===== src/rtl/rx_pkg.sv =====
// Shared types and limits for the serial receive controller.
package rx_pkg;

    typedef enum logic [2:0] {
        S_IDLE   = 3'd0,
        S_SHIFT  = 3'd1,
        S_PARITY = 3'd2,
        S_DONE   = 3'd3,
        S_WAIT   = 3'd4
    } rx_state_t;

    localparam int unsigned RX_MAX_WIDTH = 32;

endpackage


===== src/rtl/rx_shift_reg.sv =====
// Right-shifting capture register; each enabled cycle inserts Sin at the MSB.
module rx_shift_reg #(
    parameter int unsigned WIDTH = 8
) (
    input  logic             Clk,
    input  logic             Reset,
    input  logic             Shift_En,
    input  logic             Sin,
    output logic [WIDTH-1:0] Q
);

    always_ff @(posedge Clk) begin
        if (Reset)
            Q <= '0;
        else if (Shift_En)
            Q <= {Sin, Q[WIDTH-1:1]};
    end

endmodule


===== src/rtl/shift_rx_ctrl.sv =====
// Serial-to-parallel receiver: LSB-first capture after Start, Valid/Ack handoff.
// Optional trailing even-parity bit is enabled with the RX_PARITY_EN macro.
module shift_rx_ctrl
    import rx_pkg::*;
#(
    parameter int unsigned WIDTH = 8
) (
    input  logic             Clk,
    input  logic             Reset,
    input  logic             Start,
    input  logic             Sin,
    input  logic             Ack,
    output logic [WIDTH-1:0] Data_Out,
    output logic             Valid,
    output logic             Busy,
    output logic             Parity_Err
);

    localparam int unsigned CNT_W = $clog2(WIDTH);

    generate
        if (WIDTH < 2 || WIDTH > RX_MAX_WIDTH) begin : g_width_check
            $error("shift_rx_ctrl: WIDTH out of range");
        end
    endgenerate

    rx_state_t        state_q, state_d;
    logic [CNT_W-1:0] cnt_q;
    logic [WIDTH-1:0] sr_q;
    logic [WIDTH-1:0] load_val;
    logic             shift_en;
    logic             cnt_clr;
    logic             last_bit;
    logic             done_entry;

    assign last_bit   = (cnt_q == CNT_W'(WIDTH - 1));
    assign done_entry = (state_d == S_DONE) && (state_q != S_DONE);

    rx_shift_reg #(.WIDTH(WIDTH)) u_shift (
        .Clk      (Clk),
        .Reset    (Reset),
        .Shift_En (shift_en),
        .Sin      (Sin),
        .Q        (sr_q)
    );

    always_ff @(posedge Clk) begin
        if (Reset)
            state_q <= S_IDLE;
        else
            state_q <= state_d;
    end

    always_comb begin
        state_d  = state_q;
        shift_en = 1'b0;
        cnt_clr  = 1'b0;
        case (state_q)
            S_IDLE: begin
                if (Start) begin
                    state_d = S_SHIFT;
                    cnt_clr = 1'b1;
                end
            end
            S_SHIFT: begin
                shift_en = 1'b1;
                if (last_bit) begin
`ifdef RX_PARITY_EN
                    state_d = S_PARITY;
`else
                    state_d = S_DONE;
`endif
                end
            end
            S_PARITY: state_d = S_DONE;
            S_DONE: begin
                if (Ack)
                    state_d = Start ? S_WAIT : S_IDLE;
            end
            S_WAIT: begin
                if (!Start)
                    state_d = S_IDLE;
            end
            default: state_d = S_IDLE;
        endcase
    end

    // Counter holds at WIDTH-1 after the final shift so it never wraps mid-frame.
    always_ff @(posedge Clk) begin
        if (Reset || cnt_clr)
            cnt_q <= '0;
        else if (shift_en && !last_bit)
            cnt_q <= cnt_q + 1'b1;
    end

`ifdef RX_PARITY_EN
    assign load_val = sr_q;

    always_ff @(posedge Clk) begin
        if (Reset)
            Parity_Err <= 1'b0;
        else if (done_entry)
            Parity_Err <= (^sr_q) ^ Sin;
    end
`else
    // Entry to S_DONE coincides with the last shift, so fold in the live Sin bit.
    assign load_val   = {Sin, sr_q[WIDTH-1:1]};
    assign Parity_Err = 1'b0;
`endif

    always_ff @(posedge Clk) begin
        if (Reset)
            Data_Out <= '0;
        else if (done_entry)
            Data_Out <= load_val;
    end

    assign Valid = (state_q == S_DONE);
    assign Busy  = (state_q == S_SHIFT) || (state_q == S_PARITY);

endmodule


===== config.mk =====
export PLATFORM = sky130hd
export DESIGN_NAME = shift_rx_ctrl
export DESIGN_NICKNAME = d
export VERILOG_FILES = /design/src/rtl/rx_pkg.sv /design/src/rtl/rx_shift_reg.sv /design/src/rtl/shift_rx_ctrl.sv
export SDC_FILE = /design/constraint.sdc
export NUM_CORES = 1
export LEC_CHECK = 0
export BUFFER_PORTS_ARGS = -buffer_cell sky130_fd_sc_hd__buf_2
export CORE_UTILIZATION = 49
export DETAILED_ROUTE_END_ITERATION = 10
export HOLD_SLACK_MARGIN = 0.06
export PLACE_DENSITY = 0.84
export REMOVE_ABC_BUFFERS = 1
export SLEW_MARGIN = 0
export SYNTH_ARGS = -nofsm -noshare
export SYNTH_HDL_FRONTEND = slang
export SYNTH_HIERARCHICAL = 1
export SYNTH_SLANG_ARGS = --single-unit

===== constraint.sdc =====
create_clock -name Clk -period 1.3 [get_ports Clk]
set_input_delay 0.065 -clock Clk [delete_from_list [all_inputs] [get_ports Clk]]
set_output_delay 0.065 -clock Clk [all_outputs]
set_load 0.01 [all_outputs]

==> impl_metrics.py, run 1 <==
metrics = {
    "worst_setup_path": {
        "endpoint": "Data_Out[3]",
        "start_kind": "flop",
        "crit_path_end_kind": "flop",
        "worstSetupPathType": "flop to flop",
        "critical_path_arrival_ns": 1.70,
        "cp.required_ns": 1.53,
        "startpoint": "cnt_q[0]",
        "r2r.worst_path.cells": 7,
        "rr_startpoint": "cnt_q[0]",
        "crit_fanout": 5,
        "timing.rr.end": "Data_Out[3]",
        "r2r_setup_slack_ns": -0.17,
    },
    "timing": {
        "skew_ns": 0.003047,
        "period_share_pct": 113.4,
        "slew_violations": 0,
        "setup_viol": 11,
        "finalWorstSetupSlack_ns": -0.1739,
        "min_period_ns": 1.474,
        "grt_setup_unrepaired": "true",
        "final.setup.tns_ns": -1.409,
        "maxClockFrequency_ghz": 0.6785,
        "final_hold_viol_count": 0,
    },
    "placement": {
        "gp_congestion": 0.7445,
        "dp_cells": 133,
        "port_buffers": 14,
        "place_hpwl_mm": 1.254,
    },
    "power": {
        "leakagePower_uw": 0.0005328,
        "total_power_uw": 1093,
        "power_density_nw_per_um2": 876.8,
        "peakVddDrop_mv": 0.6517,
    },
    "clocking": {
        "htreeDepth": 1,
        "clk_pin_slew_ns": 0.11,
        "clk_latency_ns": 0.30,
        "root_buffer": "clkbuf_4",
        "cts_buffers": 3,
        "cts_tree": "done",
        "clock_sinks": 21,
        "cts.path.max_buffers": 2,
    },
    "drt": {
        "wl_per_cell_um": 13.55,
        "dr.first_iter.drc_count": 6,
        "vias": 735,
        "wl_mm": 1.965,
        "drc": 0,
        "final_antenna_net_count": 0,
        "avgViaCountPerCell": 5.069,
        "dr.pass1.iters": 4,
    },
    "final_layout": {
        "final_layout_size_suffix_gt1_share_pct": 37.50,
        "multi_input_area_um2": 548.0,
        "num-nets-final": 128,
        "area_growth_pct": 26.08,
        "stdcell_count": 145,
        "diodes": 0,
        "register_area_um2": 429.2,
        "fillers": 141,
    },
    "global_route": {
        "antenna_found_initial": 0,
        "grt_first_pass_wirelength_mm": 3.125,
        "grt_max_degree": 28,
        "grt_use_total_pct": 20.29,
        "first_global_vias": 693,
        "globalRoute.totalOverflow": 0,
    },
    "floorplan": {
        "core_um2": 1802,
        "die_area_um2": 2201,
        "num_rows": 15,
        "start_util_pct": 54.86,
        "die_y_um": 46.92,
        "io_pins": 16,
        "fp.dieW_um": 46.92,
    },
    "yosys": {
        "synth_area_um2": 988.4,
        "ys_warn_count": 6,
        "syn_avg_cell_area_um2": 10.40,
        "synthCells": 95,
    },
    "min_path": {
        "hold_path.class": "primary input to flop",
    },
    "run_status": {
        "status": "complete, but fails checks",
        "violations": "setup timing",
    },
    "job": {
        "drv_cap": 0,
    },
}
==> stage by stage <==
stage          worst slack [ns]  utilization (%)  instance area [µm²]  hold slack, ns
6_report                -0.1739            69.17                 1246         0.08442
3_5_place_dp            -0.2566            60.07                 1082          0.3356
4_1_cts                 -0.1674            66.53                 1199         0.08458
3_3_place_gp            -0.1389            60.07                 1082          0.3197
5_1_grt                 -0.2315            69.17                 1246         0.07405
2_1_floorplan           -0.4477                -                928.4          0.1374
==> how the worst min path moves through the flow <==
stage                   endpoint   from  slack, ns  depth (start not counted)
finish                state_q[1]    Ack       0.08                          3
detailed placement  u_shift/Q[7]    Sin       0.34                          3
floorplan           u_shift/Q[1]  Reset       0.14                          1
global route          state_q[1]    Ack       0.07                          3
global placement    u_shift/Q[7]    Sin       0.32                          3
CTS                   state_q[0]    Ack       0.08                          3
==> critical path, cell delays in order, from the launching register on <==
cell      delay, ns
dfxtp_2        0.38
ha_4           0.15
ha_4           0.14
buf_6          0.10
nand3b_4       0.08
a21oi_4        0.18
buf_6          0.16
mux2i_1        0.20
==> area by class of cell <==
class,instances,area share (%)
Clock inverter,1,0.4016
Clock buffer,3,1.807
Tap cell,25,2.510
Multi-Input combinational cell,65,43.98
Timing Repair Buffer,29,16.57
Sequential cell,21,34.44
Inverter,1,0.3012
==> timing repair <==
action,CTS,global route
endpoints found under the setup margin,12,19
endpoints found under the hold margin,3,0
pin swaps,4,3
gates resized for setup,10,8
buffers inserted,4,2
gates cloned,0,0
hold buffers,2,0
==> layer usage <==
| metal | vias up | track usage, % | share of wire [%] |
|---|---|---|---|
| met5 | - | 0 | 0 |
| met3 | 4 | 3.462 | 1.9 |
| met4 | 0 | 5.143 | 1.6 |
| met1 | 349 | 25.12 | 41 |
| met2 | 15 | 36.39 | 55 |
| li1 | 367 | - | - |
==> state kept, by name, indices dropped and copies added (netlist names) <==
signal	count
state_q	3
cnt_q	3
u_shift/Q	7
Data_Out	8
==> power breakdown <==
group | leakage [µW] | internal [µW] | switching, µW
registers | 0.000172 | 652 | 9.48
logic | 0.000343 | 70.1 | 54.5
clock network | 0.0000177 | 115 | 192
total | 0.000533 | 837 | 256
==> cell usage in the layout (no fill, tap or decap), drive strengths merged, types with 2 or more instances in the layout <==
cell	n
mux2i	17
nand2b	17
clkbuf	3
ha	2
a21oi	4
dlygate4sd3	2
buf	27
dfxtp	21
nor4	2
nor3b	2
and3	2
nor2	11
Power figures use the tool's default switching activity.
==> run 2: changes to the inputs <==
==> constraint.sdc (replaced) <==
create_clock -name Clk -period 1.3 [get_ports Clk]
set_input_delay 0 -clock Clk [delete_from_list [all_inputs] [get_ports Clk]]
set_output_delay 0 -clock Clk [all_outputs]
set_load 0.01 [all_outputs]
==> impl_metrics.py, run 2 (synthesized netlist as in run 1, its figures left out) <==
metrics = {
    "worst_setup_path": {
        "r2r.worst_path.cells": 7,
        "crit_fanout": 5,
        "critical_path_arrival_ns": 1.70,
        "crit_path_max_incr_delay_ns": 0.38,
        "timing.rr.end": "Data_Out[3]",
        "path_cells": "ha_4 > ha_4 > buf_6 > nand3b_4 > a21oi_4 > buf_6 > mux2i_1",
        "start_kind": "flop",
        "path_buf_inv": 2,
        "r2r_setup_slack_ns": -0.17,
        "worstSetupPathType": "flop to flop",
        "cpLargestDelayFamily": "flip-flops",
        "cp.required_ns": 1.53,
        "crit_path_end_kind": "flop",
        "critPathSlowestCell": "dfxtp_2",
        "rr_startpoint": "cnt_q[0]",
    },
    "timing": {
        "maxClockFrequency_ghz": 0.6783,
        "skew_ns": 0.003256,
        "holdWs_ns": 0.08089,
        "finalWorstSetupSlack_ns": -0.1742,
        "final_hold_viol_count": 0,
        "final.setup.tns_ns": -1.414,
        "setup_viol": 11,
        "grt_setup_unrepaired": "true",
        "min_period_ns": 1.474,
        "period_share_pct": 113.4,
        "slew_violations": 0,
    },
    "drt": {
        "avgViaCountPerCell": 5.076,
        "routed-wl-met2_mm": 1.064,
        "final_antenna_net_count": 0,
        "wl_mm": 1.948,
        "top_layer_used": "met4",
        "met3RoutedLength_um": 35,
        "dr.pass1.iters": 4,
        "wl_met1_um": 816,
        "drc": 0,
        "dr.first_iter.drc_count": 16,
        "wl_per_cell_um": 13.53,
        "vias": 731,
    },
    "final_layout": {
        "area_growth_pct": 25.19,
        "fin_util_pct": 68.68,
        "multi_input_area_um2": 548.0,
        "final_cell_mix": "17 x dfxtp_1, 17 x nand2b_1, 17 x mux2i_1",
        "final_layout_size_suffix_gt1_share_pct": 35.29,
        "register_area_um2": 425.4,
        "largest_reg_flops": 8,
        "largestRegisters": "Data_Out: 8 flops, u_shift/Q: 7 flops",
        "diodes": 0,
        "num-nets-final": 127,
        "fillers": 144,
        "postLayoutCellArea_um2": 1237,
        "largest_register": "Data_Out",
    },
    "run_status": {
        "status": "complete, but fails checks",
        "violations": "setup timing",
    },
    "global_route": {
        "grt_use_total_pct": 20.45,
        "grt_max_degree": 28,
        "antenna_found_initial": 0,
        "globalRoute.totalOverflow": 0,
        "grt_first_pass_wirelength_mm": 3.146,
        "first_global_vias": 693,
    },
    "min_path": {
        "min_delay_path_depth": 2,
        "min_to": "u_shift/Q[7]",
        "hold_path.class": "primary input to flop",
        "hp-start": "Reset",
    },
    "clocking": {
        "clock_sinks": 21,
        "htreeDepth": 1,
        "cts.path.max_buffers": 2,
        "clk_latency_ns": 0.30,
        "root_buffer": "clkbuf_4",
        "clk_pin_slew_ns": 0.11,
        "cts_tree": "done",
        "cts_buffers": 3,
    },
    "placement": {
        "gp_congestion": 0.7445,
        "place_ws_ns": -0.2566,
        "port_buffers": 14,
        "placed_area_um2": 1082,
        "place_hpwl_mm": 1.254,
    },
    "job": {
        "drv_cap": 0,
    },
    "floorplan": {
        "io_pins": 16,
        "die_y_um": 46.92,
        "core_um2": 1802,
        "num_rows": 15,
        "die_area_um2": 2201,
        "start_util_pct": 54.86,
        "fp.dieW_um": 46.92,
    },
    "power": {
        "leakagePower_uw": 0.0005261,
        "peakVddDrop_mv": 0.6513,
        "power_density_nw_per_um2": 880.2,
    },
}
-- run 2: final cells by class --
cell class / instances / area share (%)
clock buffers: 3 / 1.820
flip-flops and latches: 21 / 34.38
clock inverters: 1 / 0.4044
repair buffers: 28 / 16.28
well taps: 25 / 2.528
inverters: 1 / 0.3033
multi-input cells: 65 / 44.29
-- run 2: timing repair --
item / CTS / global route
gates resized for setup: 8 / 8
endpoints found under the setup margin: 11 / 19
pin swaps: 3 / 3
buffers inserted: 2 / 2
hold endpoints to repair: 7 / 0
hold buffers: 3 / 0
-- run 2: worst register-to-register path, cell delays in order (launching register included) --
cell and delay [ns]:
dfxtp_2 0.38, ha_4 0.15, ha_4 0.14, buf_6 0.10, nand3b_4 0.08, a21oi_4 0.18, buf_6 0.16, mux2i_1 0.20
-- run 2: through the flow --
| step | power, µW | instances |
|---|---|---|
| after floorplan | 729.1 | 87 |
| after global placement | 761.3 | 133 |
| after detailed placement | 765.7 | 133 |
| after CTS | 1083 | 142 |
| after global routing | 1135 | 144 |
| final | 1089 | 144 |
-- run 2: power breakdown --
part,total (µW),internal [µW],leakage (µW),switching (µW)
logic,119,66.7,0.000337,52.0
clock network,306,115,0.0000177,192
registers,664,653,0.000171,10.8
-- run 2: how the worst max path moves through the flow --
| stage | start | end | cells past startpoint |
|---|---|---|---|
| global placement | cnt_q[0] | cnt_q[1] | 5 |
| finish | cnt_q[0] | Data_Out[3] | 7 |
| global route | cnt_q[0] | Data_Out[5] | 7 |
| floorplan | state_q[0] | u_shift/Q[1] | 3 |
| detailed placement | cnt_q[0] | cnt_q[2] | 5 |
| CTS | cnt_q[0] | cnt_q[2] | 5 |
-- run 2: routing by layer --
| layer | up-vias | global-route usage, % |
|---|---|---|
| li1 | 366 | - |
| met1 | 348 | 25.59 |
| met2 | 13 | 36.39 |
| met3 | 4 | 3.462 |
| met4 | 0 | 5.143 |
| met5 | - | 0 |
